[src/rtl/dram_burst_xfer_if.sv]
// Bus bundle for the DQ/DQS/DM_n burst engine.
// master = requester/pin model side, slave = engine side.
interface dram_burst_xfer_if #(
  parameter int WORD_W = 32,
  parameter int BL     = 8
);
  localparam int COL_W = $clog2(BL);
  localparam int NBYTE = WORD_W / 8;

  logic              clear;
  logic              wr_req;
  logic              rd_req;
  logic [COL_W-1:0]  col;
  logic [WORD_W-1:0] wr_data;
  logic              wr_valid;
  logic              wr_ready;
  logic [COL_W-1:0]  wr_beat_idx;
  logic [WORD_W-1:0] dq_out;
  logic              dq_oe;
  logic [WORD_W-1:0] dq_in;
  logic              dqs_t_out;
  logic              dqs_c_out;
  logic              dqs_t_in;
  logic              dqs_c_in;
  logic [NBYTE-1:0]  dm_n_out;
  logic [NBYTE-1:0]  dm_n_in;
  logic [WORD_W-1:0] rd_data;
  logic              rd_valid;
  logic [COL_W-1:0]  rd_idx;
  logic              rd_last;
  logic              edge_flag;
  logic              busy;
  logic              done;
  logic              err_underrun;
  logic              err_timeout;

  modport master (
    output clear, wr_req, rd_req, col,
    output wr_data, wr_valid,
    output dq_in, dqs_t_in, dqs_c_in, dm_n_in,
    input  wr_ready, wr_beat_idx,
    input  dq_out, dq_oe, dqs_t_out, dqs_c_out,
    input  dm_n_out, rd_data, rd_valid, rd_idx,
    input  rd_last, edge_flag, busy, done,
    input  err_underrun, err_timeout
  );

  modport slave (
    input  clear, wr_req, rd_req, col,
    input  wr_data, wr_valid,
    input  dq_in, dqs_t_in, dqs_c_in, dm_n_in,
    output wr_ready, wr_beat_idx,
    output dq_out, dq_oe, dqs_t_out, dqs_c_out,
    output dm_n_out, rd_data, rd_valid, rd_idx,
    output rd_last, edge_flag, busy, done,
    output err_underrun, err_timeout
  );
endinterface

[src/rtl/dram_burst_xfer.sv]
// DRAM DQ burst engine: wrapped write bursts, DQS-captured reads.
// Define DRAM_XFER_DBI_EN to turn DM_n into DBI_n.
module dram_burst_xfer #(
  parameter int WORD_W     = 32,
  parameter int BL         = 8,
  parameter int RD_TIMEOUT = 16
) (
  input logic              CLK,
  input logic              RST,
  dram_burst_xfer_if.slave bus
);
  localparam int COL_W = $clog2(BL);
  localparam int NBYTE = WORD_W / 8;
  localparam int TMO_W = $clog2(RD_TIMEOUT + 1);
  localparam logic [COL_W-1:0] LAST =
    COL_W'(BL - 1);
  localparam logic [TMO_W-1:0] TMO_END =
    TMO_W'(RD_TIMEOUT - 1);

  typedef enum logic [2:0] {
    IDLE, WR_PRE, WR_BURST,
    WR_POST, RD_WAIT, RD_BURST
  } state_t;

  state_t            state_q, state_d;
  logic [COL_W-1:0]  col_q, beat_q, idx;
  logic [TMO_W-1:0]  tmo_q;
  logic              dqs_prev_q;
  logic              rise, toggle;
  logic              rd_valid_q, rd_last_q;
  logic [WORD_W-1:0] rd_data_q, rd_word;
  logic [COL_W-1:0]  rd_idx_q;
  logic              done_q, err_ur_q, err_to_q;
  logic              dq_oe, dqs_t, wr_ready, wr_edge;
  logic [WORD_W-1:0] dq_out;
  logic [NBYTE-1:0]  dm_n;
  logic [COL_W-1:0]  wr_idx;
  logic              unused_in;

`ifdef DRAM_XFER_DBI_EN
  assign unused_in = bus.dqs_c_in;
`else
  assign unused_in = ^{bus.dqs_c_in, bus.dm_n_in};
`endif

  assign idx    = col_q + beat_q;
  assign rise   = bus.dqs_t_in & ~dqs_prev_q;
  assign toggle = bus.dqs_t_in ^ dqs_prev_q;

  always_comb begin
    state_d = state_q;
    unique case (state_q)
      IDLE:
        if (bus.wr_req)      state_d = WR_PRE;
        else if (bus.rd_req) state_d = RD_WAIT;
      WR_PRE:   state_d = WR_BURST;
      WR_BURST: if (beat_q == LAST) state_d = WR_POST;
      WR_POST:  state_d = IDLE;
      RD_WAIT:
        if (rise)                   state_d = RD_BURST;
        else if (tmo_q == TMO_END)  state_d = IDLE;
      RD_BURST: if (rd_last_q) state_d = IDLE;
      default:  state_d = IDLE;
    endcase
  end

  // Pin drive is a pure function of state and the upstream beat.
  always_comb begin
    dq_oe    = 1'b0;
    dq_out   = '0;
    dqs_t    = 1'b0;
    dm_n     = '1;
    wr_ready = 1'b0;
    wr_idx   = '0;
    wr_edge  = 1'b0;
    unique case (state_q)
      WR_PRE, WR_POST: dq_oe = 1'b1;
      WR_BURST: begin
        dq_oe    = 1'b1;
        dqs_t    = ~beat_q[0];
        wr_idx   = idx;
        wr_edge  = 1'b1;
        wr_ready = bus.wr_valid;
        if (bus.wr_valid) begin
          dq_out = bus.wr_data;
`ifdef DRAM_XFER_DBI_EN
          for (int i = 0; i < NBYTE; i++) begin
            if ($countones(bus.wr_data[8*i +: 8]) > 4) begin
              dq_out[8*i +: 8] = ~bus.wr_data[8*i +: 8];
              dm_n[i] = 1'b0;
            end
          end
`endif
        end else begin
`ifndef DRAM_XFER_DBI_EN
          dm_n = '0;
`endif
        end
      end
      default: ;
    endcase
  end

  always_comb begin
    rd_word = bus.dq_in;
`ifdef DRAM_XFER_DBI_EN
    for (int i = 0; i < NBYTE; i++) begin
      if (!bus.dm_n_in[i])
        rd_word[8*i +: 8] = ~bus.dq_in[8*i +: 8];
    end
`endif
  end

  always_ff @(posedge CLK) begin
    if (RST || bus.clear) begin
      state_q    <= IDLE;
      col_q      <= '0;
      beat_q     <= '0;
      tmo_q      <= '0;
      dqs_prev_q <= 1'b0;
      rd_valid_q <= 1'b0;
      rd_last_q  <= 1'b0;
      rd_data_q  <= '0;
      rd_idx_q   <= '0;
      done_q     <= 1'b0;
      err_ur_q   <= 1'b0;
      err_to_q   <= 1'b0;
    end else begin
      state_q    <= state_d;
      dqs_prev_q <= bus.dqs_t_in;
      rd_valid_q <= 1'b0;
      rd_last_q  <= 1'b0;
      done_q     <= 1'b0;
      unique case (state_q)
        IDLE: begin
          beat_q <= '0;
          tmo_q  <= '0;
          if (bus.wr_req || bus.rd_req)
            col_q <= bus.col;
        end
        WR_BURST: begin
          beat_q <= beat_q + 1'b1;
          if (!bus.wr_valid) err_ur_q <= 1'b1;
        end
        WR_POST: done_q <= 1'b1;
        RD_WAIT: begin
          tmo_q <= tmo_q + 1'b1;
          if (rise) begin
            rd_valid_q <= 1'b1;
            rd_data_q  <= rd_word;
            rd_idx_q   <= idx;
            rd_last_q  <= (beat_q == LAST);
            beat_q     <= beat_q + 1'b1;
          end else if (tmo_q == TMO_END) begin
            err_to_q <= 1'b1;
            tmo_q    <= '0;
          end
        end
        // rd_last cycle is a drain cycle; done follows it.
        RD_BURST: begin
          if (rd_last_q) begin
            done_q <= 1'b1;
          end else if (toggle) begin
            rd_valid_q <= 1'b1;
            rd_data_q  <= rd_word;
            rd_idx_q   <= idx;
            rd_last_q  <= (beat_q == LAST);
            beat_q     <= beat_q + 1'b1;
          end
        end
        default: ;
      endcase
    end
  end

  assign bus.dq_oe        = dq_oe;
  assign bus.dq_out       = dq_out;
  assign bus.dqs_t_out    = dqs_t;
  assign bus.dqs_c_out    = ~dqs_t;
  assign bus.dm_n_out     = dm_n;
  assign bus.wr_ready     = wr_ready;
  assign bus.wr_beat_idx  = wr_idx;
  assign bus.rd_data      = rd_data_q;
  assign bus.rd_valid     = rd_valid_q;
  assign bus.rd_idx       = rd_idx_q;
  assign bus.rd_last      = rd_last_q;
  assign bus.edge_flag    = wr_edge | rd_valid_q;
  assign bus.busy         = (state_q != IDLE);
  assign bus.done         = done_q;
  assign bus.err_underrun = err_ur_q;
  assign bus.err_timeout  = err_to_q;
endmodule

[src/flat_wrapper.sv]
// flat-port wrapper written by rule: the top's interface ports become plain ports
module dram_burst_xfer_flat 
#(
  parameter int WORD_W     = 32,
  parameter int BL         = 8,
  parameter int RD_TIMEOUT = 16
)
  (CLK, RST, bus_clear, bus_wr_req, bus_rd_req, bus_col, bus_wr_data, bus_wr_valid, bus_dq_in, bus_dqs_t_in, bus_dqs_c_in, bus_dm_n_in, bus_wr_ready, bus_wr_beat_idx, bus_dq_out, bus_dq_oe, bus_dqs_t_out, bus_dqs_c_out, bus_dm_n_out, bus_rd_data, bus_rd_valid, bus_rd_idx, bus_rd_last, bus_edge_flag, bus_busy, bus_done, bus_err_underrun, bus_err_timeout);
  dram_burst_xfer_if #(.WORD_W(WORD_W), .BL(BL)) bus_i ();
  input logic CLK;
  input logic RST;
  input wire logic [$bits(bus_i.clear)-1:0] bus_clear;
  input wire logic [$bits(bus_i.wr_req)-1:0] bus_wr_req;
  input wire logic [$bits(bus_i.rd_req)-1:0] bus_rd_req;
  input wire logic [$bits(bus_i.col)-1:0] bus_col;
  input wire logic [$bits(bus_i.wr_data)-1:0] bus_wr_data;
  input wire logic [$bits(bus_i.wr_valid)-1:0] bus_wr_valid;
  input wire logic [$bits(bus_i.dq_in)-1:0] bus_dq_in;
  input wire logic [$bits(bus_i.dqs_t_in)-1:0] bus_dqs_t_in;
  input wire logic [$bits(bus_i.dqs_c_in)-1:0] bus_dqs_c_in;
  input wire logic [$bits(bus_i.dm_n_in)-1:0] bus_dm_n_in;
  output wire logic [$bits(bus_i.wr_ready)-1:0] bus_wr_ready;
  output wire logic [$bits(bus_i.wr_beat_idx)-1:0] bus_wr_beat_idx;
  output wire logic [$bits(bus_i.dq_out)-1:0] bus_dq_out;
  output wire logic [$bits(bus_i.dq_oe)-1:0] bus_dq_oe;
  output wire logic [$bits(bus_i.dqs_t_out)-1:0] bus_dqs_t_out;
  output wire logic [$bits(bus_i.dqs_c_out)-1:0] bus_dqs_c_out;
  output wire logic [$bits(bus_i.dm_n_out)-1:0] bus_dm_n_out;
  output wire logic [$bits(bus_i.rd_data)-1:0] bus_rd_data;
  output wire logic [$bits(bus_i.rd_valid)-1:0] bus_rd_valid;
  output wire logic [$bits(bus_i.rd_idx)-1:0] bus_rd_idx;
  output wire logic [$bits(bus_i.rd_last)-1:0] bus_rd_last;
  output wire logic [$bits(bus_i.edge_flag)-1:0] bus_edge_flag;
  output wire logic [$bits(bus_i.busy)-1:0] bus_busy;
  output wire logic [$bits(bus_i.done)-1:0] bus_done;
  output wire logic [$bits(bus_i.err_underrun)-1:0] bus_err_underrun;
  output wire logic [$bits(bus_i.err_timeout)-1:0] bus_err_timeout;
  assign bus_i.clear = bus_clear;
  assign bus_i.wr_req = bus_wr_req;
  assign bus_i.rd_req = bus_rd_req;
  assign bus_i.col = bus_col;
  assign bus_i.wr_data = bus_wr_data;
  assign bus_i.wr_valid = bus_wr_valid;
  assign bus_i.dq_in = bus_dq_in;
  assign bus_i.dqs_t_in = bus_dqs_t_in;
  assign bus_i.dqs_c_in = bus_dqs_c_in;
  assign bus_i.dm_n_in = bus_dm_n_in;
  assign bus_wr_ready = bus_i.wr_ready;
  assign bus_wr_beat_idx = bus_i.wr_beat_idx;
  assign bus_dq_out = bus_i.dq_out;
  assign bus_dq_oe = bus_i.dq_oe;
  assign bus_dqs_t_out = bus_i.dqs_t_out;
  assign bus_dqs_c_out = bus_i.dqs_c_out;
  assign bus_dm_n_out = bus_i.dm_n_out;
  assign bus_rd_data = bus_i.rd_data;
  assign bus_rd_valid = bus_i.rd_valid;
  assign bus_rd_idx = bus_i.rd_idx;
  assign bus_rd_last = bus_i.rd_last;
  assign bus_edge_flag = bus_i.edge_flag;
  assign bus_busy = bus_i.busy;
  assign bus_done = bus_i.done;
  assign bus_err_underrun = bus_i.err_underrun;
  assign bus_err_timeout = bus_i.err_timeout;
  dram_burst_xfer #(.WORD_W(WORD_W), .BL(BL), .RD_TIMEOUT(RD_TIMEOUT)) u_core (.CLK(CLK), .RST(RST), .bus(bus_i));
endmodule
[config.mk]
export PLATFORM = sky130hd
export DESIGN_NAME = dram_burst_xfer_flat
export DESIGN_NICKNAME = d
export VERILOG_FILES = /design/src/rtl/dram_burst_xfer_if.sv /design/src/rtl/dram_burst_xfer.sv /design/src/flat_wrapper.sv
export SDC_FILE = /design/constraint.sdc
export NUM_CORES = 1
export LEC_CHECK = 0
export BUFFER_PORTS_ARGS = -buffer_cell sky130_fd_sc_hd__buf_2
export CELL_PAD_IN_SITES_DETAIL_PLACEMENT = 1
export CELL_PAD_IN_SITES_GLOBAL_PLACEMENT = 2
export CORE_AREA = 2 2 114 116
export CTS_CLUSTER_SIZE = 30
export DETAILED_ROUTE_END_ITERATION = 7
export DIE_AREA = 0 0 116 118
export PLACE_DENSITY_LB_ADDON = 0.3
export SYNTH_ARGS = -nofsm -noshare
export SYNTH_HDL_FRONTEND = slang
export SYNTH_SLANG_ARGS = --single-unit
[constraint.sdc]
create_clock -name CLK -period 1.7 [get_ports CLK]
set_input_delay 0.085 -clock CLK [delete_from_list [all_inputs] [get_ports CLK]]
set_output_delay 0.085 -clock CLK [all_outputs]
set_load 0.01 [all_outputs]
==> reports/results.md <==
| Quantity | This run | Unit |
|:---|:---|:---|
| Largest delay contributor family on the critical path | adder cells | - |
| Worst endpoint data arrival time | 1650 | ps |
| Worst flop-to-flop path endpoint | u_core.bus.rd_idx[2] | - |
| Leading post-synthesis cells by cell area | dfxtp_1 (39%), a21oi_2 (9.9%), and3_1 (7.1%) | - |
| Run status | complete, but fails checks | - |
| Yosys synthesis warning count | 0 | - |
| DR vias/cell | 4.22 | - |
| Max-cap violation count | 0 | - |
| Worst-case register-to-register setup slack | 100 | ps |
| Post-synth cell types | 53 | - |
| Worst path buffer plus inverter count | 1 | - |
| Ratio of cells with drive above 1 in the final layout | 56.2 | % |
| Min-Delay Path Depth | 3 | - |
| Post-detailed-route count of antenna-violating nets | 0 | - |
| Reg2Reg Launch Point | u_core.beat_q[0] | - |
| Total I/O pin count | 164 | - |
| Die width | 116 | µm |
| Maximum ir drop on the vdd rail | 0.435 | mV |
| Total via count in the routed design | 2733 | - |
| Crit Path Max Fanout | 2 | - |
| Total leakage power | 1.91 | nW |
| Number of logic stages on the critical path including buffering | 6 | - |
| Type of the most critical hold path | in -> reg | - |
| Cell with the biggest individual delay on the critical path | dfxtp_2 | - |
| Post-detailed-placement half-perimeter wirelength | 6770 | µm |
| Max-slew headroom | 73.0 | % |
| Post-layout total power | 2.89 | mW |
| Starting utilization of the core area | 22.7 | % |
| Min Tclk post-route | 1740 | ps |
| Cells along the critical path | ha_4, fa_2, xor2_1, xnor2_1, nor2_1, buf_2 | - |
| Hold-fix buffers, CTS | 0 | - |
| Final worst-path setup slack | -38.1 | ps |
| Number of register bits inferred by synthesis | 55 | - |
| Buffers added on ports | 158 | - |
| Largest net degree at the start of global routing | 36 | - |
| Path depth of the worst reg2reg path | 7 | - |
| Number of nets at the end of the flow | 559 | - |
| Number of cell rows | 41 | - |
| Post-Place Worst Slack | 88.3 | ps |
| Setup TNS | -38.1 | ps |
| Core area | 12400 | µm² |
| Die Ht | 118 | µm |
| Vias in the first global route | 2878 | - |
| Multi-input gate area in the final layout | 1520 | µm² |
| TritonCTS Sinks | 55 | - |
| Main flop type after synthesis | dfxtp_1 | - |
| Cell count after synthesis | 317 | - |
| Total gr overflow | 0 | - |
| Final count of negative-setup-slack endpoints | 1 | - |
| Max H-tree Level | 2 | - |
| Violation count after the first detailed-routing iteration | 71 | - |
| Netlist area before placement | 2820 | µm² |
| Category of the critical setup timing path | reg -> out | - |
| Crit share post-route | 102 | % |
| TritonCTS clock tree | built | - |
| Number of detailed-routing iterations run before antenna repair | 3 | - |
| Wirelength, routed | 8850 | µm |
| DRC viols | 0 | - |
| Endpoint required time on the critical path | 1620 | ps |
| Worst Setup EP | bus_wr_beat_idx[2] | - |
| Number of synthesized flops with an enable pin | 0 | - |
| Post-synth net total | 402 | - |
| Critical Path Sink Type | output port | - |
| Placed cells | 635 | - |
| Startpoint types | register | - |
| Number of diodes added for antenna fixing | 0 | - |
| CP max stage delay | 340 | ps |
| Share of the synthesized area in the top cell type | 39.1 | % |
| Biggest area consumer among synthesized cells | dfxtp_1 | - |
| Register area | 1110 | µm² |
| Hold Fails Final Rpt | 0 | - |
| Number of buffers on the longest clock path | 2 | - |
| Number of clock buffers inserted by TritonCTS | 5 | - |
| Drt wl/cell | 13.7 | µm |
| Slew @ Worst Pin | 403 | ps |
| Area growth from synthesis to layout | 42.3 | % |
| Fmax | 0.575 | GHz |
| Number of filler cells placed in the layout | 1550 | - |
| Number of standard cells in the final layout excluding fillers | 647 | - |
| Skew-Pair Late Insertion Delay | 300 | ps |
| Max Transition Viols Final | 0 | - |
| Average instance area after synthesis | 8.89 | µm² |
| Number of antenna violations at the first check in global routing | 1 | - |
| Area enclosed by the die boundary | 13700 | µm² |
| Final setup skew | 12.7 | ps |
| PwrDens | 722 | nW/µm² |
| Clock root buffer master | clkbuf_16 | - |
| Critical path launch point | u_core.beat_q[0] | - |
| Violations in the final reports | negative setup slack | - |
| GPL Wtd Cong | 0.701 | - |
| Global-route wire length before repair | 14400 | µm |
| Unrepaired setup endpoints after global routing | yes | - |
| Clock transition time at the flip-flop clock pins of the worst setup and hold paths | 80 | ps |
| Sequential fraction of the synthesis area | 39.1 | % |
| Fraction of registers with async set/reset | 0 | % |
| Combined global-route utilization of all metal layers | 13.0 | % |
==> state kept, by name (all words and copies together) (netlist names), 3 cells and up <==
| signal | cells |
|---|---|
| u_core.bus.rd_data | 32 |
| u_core.bus.rd_idx | 3 |
| u_core.col_q | 3 |
| u_core.beat_q | 3 |
| u_core.state_q | 3 |
| u_core.tmo_q | 5 |
==> repair_timing <==
| item | 4_1_cts | 5_1_grt |
|---|---|---|
| resized for setup | 3 | 5 |
| pin swaps | 1 | 4 |
| buffers inserted | 3 | 2 |
| endpoints found under the setup margin | 3 | 20 |
| hold endpoints to repair | 0 | 0 |
==> synthesized netlist by cell type (2+ instances only) <==
library cell / number
dfxtp_1: 55
nand2_1: 48
a21oi_2: 32
and3_1: 32
nand2_2: 30
nor2_1: 17
a21oi_1: 9
clkbuf_1: 9
buf_4: 6
mux2i_1: 6
and2_1: 5
ha_1: 5
nor3_1: 5
buf_12: 4
buf_2: 4
inv_1: 4
nor4_1: 3
buf_6: 2
nand3_1: 2
nor2b_1: 2
o21ai_0: 2
o21ai_1: 2
or2_2: 2
xnor2_1: 2
==> per-layer routing <==
| layer | wire, µm | GRT usage (%) |
|---|---|---|
| met1 | 3770 | 16.0 |
| met2 | 4130 | 21.2 |
| met3 | 815 | 4.53 |
| met4 | 143 | 3.87 |
| met5 | 0 | 0 |
==> final cells by class <==
cell class,instances,area share [%]
well taps,172,5.37
inverters,4,0.374
clock inverters,2,0.967
repair buffers,176,24.6
flip-flops and latches,55,27.6
clock buffers,6,3.21
multi-input cells,232,37.8
==> power breakdown <==
part           leakage (nW)  internal (mW)  total, mW  switching, mW
registers             0.446           1.30       1.32         0.0140
logic                  1.38          0.176      0.375          0.199
clock network        0.0815          0.703       1.20          0.499
==> per-stage QoR <==
step                utilization [%]  cell area (µm²)  hold WS (ps)
global placement               30.5             3790           316
floorplan                         -             2820           207
finish                         32.3             4010          9.76
CTS                            32.1             3990          3.96
global route                   32.3             4010          5.68
detailed placement             30.5             3790           317
==> worst register-to-register path: cells and delay by family, from the launching register on <==
| kind | cells | cell delay [ps] |
|---|---|---|
| AOI/OAI and AO/OA | 1 | 170 |
| xor gates and xnor gates | 2 | 330 |
| adders and majority gates | 2 | 470 |
| buffers and inverters | 1 | 140 |
| DFF | 1 | 340 |
| and+or+nand+nor | 1 | 30 |
==> cells by family after synthesis <==
group                    after synthesis  share of synthesized area (%)
multiplexers                           6                           2.13
adder cells (fa/ha/maj)                6                           2.93
XOR/XNOR                               3                          0.933
AO/OA/AOI/OAI                         55                           15.8
flip-flops                            55                           39.1
buffers and inverters                 30                           7.81
AND/OR/NAND/NOR                      162                           31.4
==> layout by cell type (no fill, tap or decap), drive strengths merged, types with 2 or more instances in the layout <==
cell type	count
a21oi	41
and2	6
and2b	2
and3	32
buf	176
clkbuf	6
dfxtp	55
ha	5
inv	5
mux2i	6
nand2	78
nand2b	2
nand3	2
nor2	19
nor2b	3
nor3	5
nor4	3
o21a	2
o21ai	4
or2	5
xnor2	2
==> worst min-delay path by stage <==
stage                                        end           from  slack (ps)
final                     u_core.bus.rd_data[24]  bus_dq_in[24]          10
after global routing      u_core.bus.rd_data[20]  bus_dq_in[20]           6
after CTS                  u_core.bus.rd_data[0]   bus_dq_in[0]           4
after detailed placement       u_core.dqs_prev_q   bus_dqs_t_in         320
after global placement         u_core.dqs_prev_q   bus_dqs_t_in         320
after floorplan                u_core.dqs_prev_q   bus_dqs_t_in         210
(Power assumes the default switching activity.)
